==> src/rtl/ser_load_strobe.sv <==
// rtl/ser_load_strobe.sv - framed serial addr+data loader driving a transparent-latch bank
// Optional PARITY_EN: one even-parity bit follows the data field.
module ser_load_strobe #(
  parameter int ADDR_W = 4,
  parameter int DATA_W = 16,
  parameter int NREG   = 12
) (
  input  logic              clk,
  input  logic              rst,
  input  logic              frame,
  input  logic              bit_stb,
  input  logic              sdata,
  output logic [NREG-1:0]   ld_en,
  output logic [DATA_W-1:0] ld_d,
  output logic              busy,
  output logic              err
);
  localparam int CNT_W = (DATA_W > ADDR_W) ? $clog2(DATA_W) : $clog2(ADDR_W);
  localparam logic [CNT_W-1:0]  ADDR_LAST = CNT_W'(ADDR_W - 1);
  localparam logic [CNT_W-1:0]  DATA_LAST = CNT_W'(DATA_W - 1);
  localparam logic [ADDR_W:0]   NREG_L    = (ADDR_W + 1)'(NREG);
  localparam logic [NREG-1:0]   ONE_HOT0  = NREG'(1);

  typedef enum logic [2:0] {IDLE, ADDR, DATA, PAR, LOAD, WAIT} state_t;

  state_t            state, state_nx;
  logic [CNT_W-1:0]  cnt, cnt_nx;
  logic [ADDR_W-1:0] addr_sr;
  logic [DATA_W-1:0] data_sr;
  logic [DATA_W-1:0] word_data;
  logic              abort, word_done, word_ok;

  // word_data/word_ok describe the word as it stands once the final bit is taken
`ifdef PARITY_EN
  assign word_data = data_sr;
  assign word_ok   = ({1'b0, addr_sr} < NREG_L) && !(^{addr_sr, data_sr, sdata});
`else
  assign word_data = {data_sr[DATA_W-2:0], sdata};
  assign word_ok   = ({1'b0, addr_sr} < NREG_L);
`endif

  always_ff @(posedge clk) begin
    if (rst) begin
      state <= IDLE;
      cnt   <= '0;
    end else begin
      state <= state_nx;
      cnt   <= cnt_nx;
    end
  end

  always_comb begin
    state_nx  = state;
    cnt_nx    = cnt;
    abort     = 1'b0;
    word_done = 1'b0;
    case (state)
      IDLE: if (frame) begin
        state_nx = ADDR;
        cnt_nx   = '0;
      end
      ADDR: if (!frame) begin
        abort    = 1'b1;
        state_nx = IDLE;
      end else if (bit_stb) begin
        if (cnt == ADDR_LAST) begin
          state_nx = DATA;
          cnt_nx   = '0;
        end else begin
          cnt_nx = cnt + CNT_W'(1);
        end
      end
      DATA: if (!frame) begin
        abort    = 1'b1;
        state_nx = IDLE;
      end else if (bit_stb) begin
        if (cnt == DATA_LAST) begin
          cnt_nx = '0;
`ifdef PARITY_EN
          state_nx = PAR;
`else
          state_nx  = LOAD;
          word_done = 1'b1;
`endif
        end else begin
          cnt_nx = cnt + CNT_W'(1);
        end
      end
`ifdef PARITY_EN
      PAR: if (!frame) begin
        abort    = 1'b1;
        state_nx = IDLE;
      end else if (bit_stb) begin
        state_nx  = LOAD;
        word_done = 1'b1;
      end
`endif
      LOAD: state_nx = WAIT;
      WAIT: if (!frame) state_nx = IDLE;
      default: state_nx = IDLE;
    endcase
  end

  // ld_en/ld_d are registered on the edge that takes the last bit, so they appear in LOAD
  always_ff @(posedge clk) begin
    if (rst) begin
      addr_sr <= '0;
      data_sr <= '0;
      ld_en   <= '0;
      ld_d    <= '0;
      err     <= 1'b0;
    end else begin
      ld_en <= '0;
      err   <= abort;
      if (frame && bit_stb && state == ADDR) addr_sr <= {addr_sr[ADDR_W-2:0], sdata};
      if (frame && bit_stb && state == DATA) data_sr <= {data_sr[DATA_W-2:0], sdata};
      if (word_done) begin
        if (word_ok) begin
          ld_en <= ONE_HOT0 << addr_sr;
          ld_d  <= word_data;
        end else begin
          err <= 1'b1;
        end
      end
    end
  end

  assign busy = (state == ADDR) || (state == DATA) || (state == PAR) || (state == LOAD);

endmodule
==> config.mk <==
export PLATFORM = sky130hd
export DESIGN_NAME = ser_load_strobe
export DESIGN_NICKNAME = d
export VERILOG_FILES = /design/src/rtl/ser_load_strobe.sv
export SDC_FILE = /design/constraint.sdc
export NUM_CORES = 1
export LEC_CHECK = 0
export ABC_AREA = 1
export BUFFER_PORTS_ARGS = -buffer_cell sky130_fd_sc_hd__buf_2
export CAP_MARGIN = 20
export CORE_MARGIN = 2
export CORE_UTILIZATION = 25
export CTS_BUF_LIST = sky130_fd_sc_hd__clkbuf_8
export DETAILED_ROUTE_END_ITERATION = 7
export SLEW_MARGIN = 20
export SYNTH_ARGS = -nofsm -noshare
export SYNTH_HDL_FRONTEND = slang
export SYNTH_SLANG_ARGS = --single-unit
==> constraint.sdc <==
create_clock -name clk -period 1.5 [get_ports clk]
set_clock_uncertainty 0.2 [all_clocks]
set_input_delay 0.225 -clock clk [delete_from_list [all_inputs] [get_ports clk]]
set_output_delay 0.225 -clock clk [all_outputs]
set_load 0.005 [all_outputs]
==> results.py, run 1 <==
metrics = {
    "status": {
        "run_status": "complete, but fails checks",
        "failed_checks": "negative setup slack",
    },
    "sta": {
        "fmaxAchievable_ghz": 0.6382,
        "timing.slew.headroom_pct": 79.94,
        "worst_pin_slew_ns": 0.3010,
        "final-setup-viol-count": 43,
        "finalHoldWorstSlack_ns": 0.1150,
        "setup_ws_ns": -0.06684,
        "finalCritPeriodShare_pct": 104.5,
        "hold_violations": 0,
        "timing_max_transition_violations_final": 0,
        "unrepaired_setup_endpoints_after_global_routing": "true",
        "final_period_minus_worst_setup_slack_ns": 1.567,
        "setup-tns-final_ns": -1.285,
    },
    "final_layout": {
        "finish.cell_count_without_fillers": 445,
        "layout_common_cells": "sky130_fd_sc_hd__nor2_1 (50), sky130_fd_sc_hd__dfxtp_1 (50), sky130_fd_sc_hd__nand2_1 (37)",
        "share_of_post_route_cells_with_drive_strength_above_1_pct": 40.65,
        "design_area_sq_um": 2997,
        "nFillCells": 891,
        "num_antenna_cells": 0,
        "syn2layout_area_growth_pct": 37.80,
        "nets": 342,
    },
    "synth": {
        "synth_largest_area_cell": "sky130_fd_sc_hd__dfxtp_1",
        "synth.yosys.seq_area_share_pct": 50.63,
        "synth_area_per_cell_sq_um": 8.024,
        "yosysWarningCount": 0,
        "post_synth_inst_count": 271,
        "synth_top_area_share_pct": 50.63,
        "netlist_top_cells_area": "sky130_fd_sc_hd__dfxtp_1 (51%), sky130_fd_sc_hd__nor2_1 (9.5%), sky130_fd_sc_hd__nand2_1 (8.1%), sky130_fd_sc_hd__o21ai_0 (5.1%), sky130_fd_sc_hd__a21oi_2 (4.4%)",
        "synth_cell_types": 28,
        "synthesis.area_sq_um": 2175,
        "syn-num-nets": 277,
        "ys_ff_latch": 55,
    },
    "clocking": {
        "clock_latency_reported_for_the_late_side_of_the_worst_skew_pair_ns": 0.31,
        "clk_transition_reported_paths_ns": 0.10,
        "cts_htree_levels": 2,
        "cts_made_buffers": 5,
        "tritoncts_num_sinks": 55,
        "tritoncts": "yes",
        "longest_clk_path_bufs": 2,
        "clock_tree.root_cell": "sky130_fd_sc_hd__clkbuf_8",
    },
    "critical_path": {
        "critical_path_required_ns": 1.55,
        "crit-reg2reg-launch": "state[0]",
        "rr_worst_depth": 10,
        "path_max_fanout": 7,
        "worst-endpoint-arrival_ns": 1.61,
        "rrSetupSlack_ns": -0.07,
        "r2r_end": "ld_d[9]",
        "crit_path_launch_type": "register",
        "crit_path_end_kind": "register",
        "critical_path_class": "reg2reg",
    },
    "floorplanning": {
        "dieArea_sq_um": 9460,
        "start_util_pct": 25.31,
        "io_pins": 35,
        "num_rows": 34,
        "core_area_sq_um": 8593,
        "die_height_um": 97.27,
        "die-width_um": 97.27,
    },
    "placement": {
        "portBuffers": 34,
        "gp_congestion": 0.8121,
        "detailed_place_hpwl_mm": 3.342,
        "cell_area_after_placement_sq_um": 2630,
        "placed_cells": 424,
    },
    "power_and_ir_drop": {
        "pwr_density_cell_nw_per_um2": 1271,
        "max-vdd-ir-drop_uv": 406.0,
        "power.static_leakage_uw": 0.001379,
    },
    "worst_hold_path": {
        "classification_of_the_worst_slack_hold_path": "in2reg",
        "timing.hold.worst.start": "rst",
        "holdPathEnd": "addr_sr[0]",
        "min_delay_path_depth": 4,
    },
    "global_routing": {
        "grt_first_pass_wirelength_mm": 8.155,
        "grt-ovfl-total": 0,
        "groute.usage.overall_pct": 10.56,
        "grt_max_degree": 20,
        "initial_antenna_violation_count": 0,
        "first_global_vias": 1851,
    },
    "job": {
        "drv.max_cap_violation_count": 0,
    },
    "drt": {
        "post_drt_via_cell_ratio": 4.393,
        "routed_wl_mm": 5.106,
        "detail_route.wl_per_cell_um": 11.47,
        "num_vias": 1955,
        "drt_first_iter_violations": 60,
        "drc_errors": 0,
        "dr.pass1.iters": 4,
        "postRouteAntennaNets": 0,
    },
}
-- timing repair --
| action | in CTS | in global routing |
|---|---|---|
| pin swaps | 7 | 14 |
| gates cloned | 0 | 1 |
| setup buffers | 6 | 5 |
| hold buffers | 1 | 0 |
| setup endpoints to repair | 34 | 40 |
| resized for setup | 12 | 30 |
| endpoints found under the hold margin | 2 | 0 |
-- kinds of logic after synthesis --
| logic type | count (synthesis) | synth area share [%] |
|---|---|---|
| buffers and inverters | 26 | 5.812 |
| AND/OR/NAND/NOR | 139 | 29.17 |
| AO/OA/AOI/OAI | 49 | 13.41 |
| flip-flops | 55 | 50.63 |
| adder cells (fa/ha/maj) | 1 | 0.5753 |
| XOR/XNOR | 1 | 0.4028 |
-- sequential cells by signal, indices dropped and copies added (netlist names) --
| register | cells |
|---|---|
| addr_sr | 4 |
| err | 1 |
| ld_en | 12 |
| data_sr | 15 |
| state | 3 |
| ld_d | 16 |
| cnt | 4 |
-- Yosys cell counts --
cell type	instances
sky130_fd_sc_hd__inv_4	1
sky130_fd_sc_hd__nand2_4	1
sky130_fd_sc_hd__and2_1	1
sky130_fd_sc_hd__nand3_1	15
sky130_fd_sc_hd__buf_12	1
sky130_fd_sc_hd__nand3_4	1
sky130_fd_sc_hd__inv_1	13
sky130_fd_sc_hd__a21oi_2	11
sky130_fd_sc_hd__o21ai_1	1
sky130_fd_sc_hd__inv_2	2
sky130_fd_sc_hd__a21oi_1	13
sky130_fd_sc_hd__buf_4	1
sky130_fd_sc_hd__nor3_1	4
sky130_fd_sc_hd__nand2_1	47
sky130_fd_sc_hd__nor2_8	2
sky130_fd_sc_hd__clkbuf_1	6
sky130_fd_sc_hd__nor2_1	55
sky130_fd_sc_hd__o21ai_0	22
sky130_fd_sc_hd__o21a_1	1
sky130_fd_sc_hd__and3_1	1
sky130_fd_sc_hd__inv_6	1
sky130_fd_sc_hd__buf_2	1
sky130_fd_sc_hd__ha_1	1
sky130_fd_sc_hd__xnor2_1	1
sky130_fd_sc_hd__a22oi_1	1
sky130_fd_sc_hd__nand2_2	10
sky130_fd_sc_hd__dfxtp_1	55
sky130_fd_sc_hd__nand4_1	2
-- worst max path at each step --
stage                        start       end  slack [ns]
final                     state[0]   ld_d[9]       -0.07
after global routing      state[0]  ld_d[10]       -0.14
after CTS                   cnt[1]  state[1]       -0.07
after global placement    state[1]    cnt[0]       -0.05
after floorplan           state[2]  ld_d[10]       -0.04
after detailed placement    cnt[0]  state[1]       -0.09
-- per-layer routing --
metal	vias up	routed length, um	GRT usage [%]
met1	911	2259	12.14
met5	-	0	0
met3	8	137	2.950
met4	0	133	5.128
met2	34	2575	18.06
li1	1002	-	-
-- power breakdown --
part	internal, uW	switching (uW)	total [uW]	leakage, uW
logic	496	589	1080	0.000878
clock network	504	501	1000	0.0000548
registers	1590	131	1720	0.000447
total	2590	1220	3810	0.00138
-- critical path, cell delays in order, from the launching register on --
cell,delay (ns)
sky130_fd_sc_hd__dfxtp_2,0.35
sky130_fd_sc_hd__inv_2,0.08
sky130_fd_sc_hd__nand3_4,0.12
sky130_fd_sc_hd__nor2_8,0.12
sky130_fd_sc_hd__inv_4,0.05
sky130_fd_sc_hd__nor2_8,0.10
sky130_fd_sc_hd__nand2_4,0.09
sky130_fd_sc_hd__inv_8,0.10
sky130_fd_sc_hd__clkbuf_16,0.15
sky130_fd_sc_hd__nand2_2,0.05
sky130_fd_sc_hd__a21oi_2,0.10
-- layout make-up --
type                       count  area (sq um)  share of cell area (%)
sequential                    55          1110                   37.04
multi-input combinational    190          1087                   36.28
timing repair buffer          67         473.0                   15.78
tap                          108         135.1                   4.509
inverter                      17         76.32                   2.547
clock buffer                   5         68.82                   2.296
clock inverter                 3         46.29                   1.545
-- through the flow --
step           total power [uW]  util [%]  worst slack, ns
2_1_floorplan              2283         -         -0.03582
3_3_place_gp               2569     30.61         -0.05164
3_5_place_dp               2577     30.61         -0.08590
4_1_cts                    3707     33.04         -0.06597
5_1_grt                    4016     34.87          -0.1433
6_report                   3808     34.87         -0.06684
(Power assumes the default switching activity.)
==> inputs of run 2 (changes only) <==
--- a/config.mk
+++ b/config.mk
@@ -10,7 +10,7 @@
 export CAP_MARGIN = 20
 export CORE_MARGIN = 2
 export CORE_UTILIZATION = 25
-export CTS_BUF_LIST = sky130_fd_sc_hd__clkbuf_8
+export CTS_BUF_LIST = sky130_fd_sc_hd__clkbuf_16
 export DETAILED_ROUTE_END_ITERATION = 7
 export SLEW_MARGIN = 20
 export SYNTH_ARGS = -nofsm -noshare
==> run 2 against run 1 <==
  * The run still ends with negative setup slack left
  * Power up 8.7%
  * Cell count is 0.22% lower
  * Critical path type unchanged
  * Fmax is 0.81% lower
  * First-iteration DRC count rose by 1.7%
  * Routed wire length shrank 1.3%
  * Global-route usage fell by 0.056 points
  * Final area increased by 1.4%
==> results.py, run 2 (synthesized netlist as in run 1, its figures left out) <==
metrics = {
    "final_layout": {
        "num_antenna_cells": 0,
        "design_area_sq_um": 3039,
        "layout_common_cells": "sky130_fd_sc_hd__nor2_1 (51), sky130_fd_sc_hd__dfxtp_1 (50), sky130_fd_sc_hd__nand2_1 (38)",
        "largest_register_ff_count": 16,
        "reg_top3": "ld_d: 16 flops, data_sr: 15 flops, ld_en: 12 flops",
        "share_of_post_route_cells_with_drive_strength_above_1_pct": 40.18,
        "nets": 341,
        "final_common_cell": "sky130_fd_sc_hd__nor2_1",
        "syn2layout_area_growth_pct": 39.76,
        "max_flop_register": "ld_d",
    },
    "power_and_ir_drop": {
        "power.static_leakage_uw": 0.001383,
        "pwr_density_cell_nw_per_um2": 1362,
        "fin_total_pwr_uw": 4138,
        "max-vdd-ir-drop_uv": 517.8,
    },
    "sta": {
        "final-setup-viol-count": 26,
        "worst_pin_slew_ns": 0.2918,
        "finalHoldWorstSlack_ns": 0.1350,
        "setup-tns-final_ns": -1.228,
        "timing_max_transition_violations_final": 0,
        "setup_ws_ns": -0.07960,
        "fmaxAchievable_ghz": 0.6331,
        "hold_violations": 0,
        "unrepaired_setup_endpoints_after_global_routing": "true",
        "timing.slew.headroom_pct": 80.55,
        "finalCritPeriodShare_pct": 105.3,
        "final_period_minus_worst_setup_slack_ns": 1.580,
    },
    "job": {
        "drv.max_cap_violation_count": 0,
    },
    "global_routing": {
        "initial_antenna_violation_count": 0,
        "grt_first_pass_wirelength_mm": 8.128,
        "grt-ovfl-total": 0,
        "groute.usage.overall_pct": 10.51,
        "first_global_vias": 1827,
        "grt_max_degree": 20,
    },
    "critical_path": {
        "path_max_fanout": 7,
        "rr_worst_depth": 10,
        "critical_path_required_ns": 1.53,
        "rrSetupSlack_ns": -0.08,
        "critical_path_class": "reg2reg",
        "crit_path_end_kind": "register",
        "kind_of_cell_adding_the_most_delay_to_the_critical_path": "simple AND/OR/NAND/NOR gates",
        "critPathMaxStageDelay_ns": 0.34,
        "worst-endpoint-arrival_ns": 1.61,
        "cell_occurring_most_often_along_the_worst_timing_path": "sky130_fd_sc_hd__nor2_8",
        "crit_slowest_cell": "sky130_fd_sc_hd__dfxtp_2",
        "crit_path_launch_type": "register",
        "crit-reg2reg-launch": "state[0]",
        "critical_path.cell_chain": "inv_2, nand3_4, nor2_8, inv_4, nor2_8, nand2_4, inv_8, clkbuf_16, nand2_2, a21oi_2",
        "r2r_end": "ld_d[9]",
        "critical_path.n_buffers_inverters": 4,
    },
    "worst_hold_path": {
        "min_delay_path_depth": 4,
        "classification_of_the_worst_slack_hold_path": "in2reg",
        "timing.hold.worst.start": "rst",
        "holdPathEnd": "data_sr[0]",
    },
    "clocking": {
        "longest_clk_path_bufs": 2,
        "clock_latency_reported_for_the_late_side_of_the_worst_skew_pair_ns": 0.29,
        "clock_tree.root_cell": "sky130_fd_sc_hd__clkbuf_16",
        "cts_made_buffers": 5,
        "tritoncts": "yes",
        "cts_htree_levels": 2,
        "tritoncts_num_sinks": 55,
        "clk_transition_reported_paths_ns": 0.07,
    },
    "floorplanning": {
        "core_area_sq_um": 8593,
        "num_rows": 34,
        "io_pins": 35,
        "die_height_um": 97.27,
        "dieArea_sq_um": 9460,
        "start_util_pct": 25.31,
        "die-width_um": 97.27,
    },
    "placement": {
        "portBuffers": 34,
        "cell_area_after_placement_sq_um": 2630,
        "detailed_place_hpwl_mm": 3.342,
        "post-place-ws_ns": -0.08590,
        "gp_congestion": 0.8121,
    },
    "status": {
        "failed_checks": "negative setup slack",
        "run_status": "complete, but fails checks",
    },
    "drt": {
        "drc_errors": 0,
        "routed_wl_mm": 5.042,
        "post_drt_via_cell_ratio": 4.405,
        "num_vias": 1956,
        "detail_route.wl_per_cell_um": 11.36,
        "postRouteAntennaNets": 0,
        "dr.pass1.iters": 5,
        "drt_first_iter_violations": 61,
    },
}
## run 2: cell count changes in the layout (fill, tap and decap cells not counted), moves of 5 or more
cell and delta:
sky130_fd_sc_hd__o21ai_0 -15, sky130_fd_sc_hd__o21ai_1 +14, sky130_fd_sc_hd__clkbuf_16 +5, sky130_fd_sc_hd__clkbuf_8 -5
## run 2: report_power, final
part           total, uW  leakage (uW)  switching [uW]  internal (uW)
Combinational       1090      0.000856             586            503
Sequential          1720      0.000447             129           1590
Clock               1330     0.0000804             538            794
Total               4140       0.00138            1250           2880
## run 2: what timing repair did
item | CTS | global route
pin swaps | 8 | 12
hold buffers | 1 | 0
cloned | 0 | 1
setup buffers | 6 | 4
resized for setup | 15 | 41
setup endpoints to repair | 32 | 36
endpoints found under the hold margin | 1 | 0
## run 2: how the worst max path moves through the flow
stage,from,to,slack (ns),depth (start not counted)
CTS,cnt[1],state[1],-0.06,8
global placement,state[1],cnt[0],-0.05,7
global route,state[0],ld_en[6],-0.15,8
detailed placement,cnt[0],state[1],-0.09,8
finish,state[0],ld_d[9],-0.08,10
floorplan,state[2],ld_d[10],-0.04,10
## run 2: through the flow
stage,utilization (%),std cells
3_5_place_dp,30.61,424
3_3_place_gp,30.61,424
5_1_grt,35.37,444
4_1_cts,33.82,439
2_1_floorplan,-,271
6_report,35.37,444
## run 2: area by class of cell
| class | count | area (sq um) |
|---|---|---|
| Clock buffer | 5 | 125.1 |
| Clock inverter | 3 | 46.29 |
| Fill cell | 876 | 5554 |
| Inverter | 17 | 76.32 |
| Multi-Input combinational cell | 190 | 1077 |
| Sequential cell | 55 | 1110 |
| Tap cell | 108 | 135.1 |
| Timing Repair Buffer | 66 | 469.2 |
## run 2: worst min-delay path, stage by stage
cell,delay [ns]
sky130_fd_sc_hd__buf_2,0.09
sky130_fd_sc_hd__inv_1,0.12
sky130_fd_sc_hd__o21ai_0,0.10
sky130_fd_sc_hd__nor2_1,0.04
## run 2: layer usage
metal  vias up  global-route usage (%)  share of wire (%)
met4         0                   5.128                3.1
met3        10                   2.518                3.1
met2        26                   17.79                 51
met1       915                   12.47                 43
met5         -                       0                  0
li1       1005                       -                  -
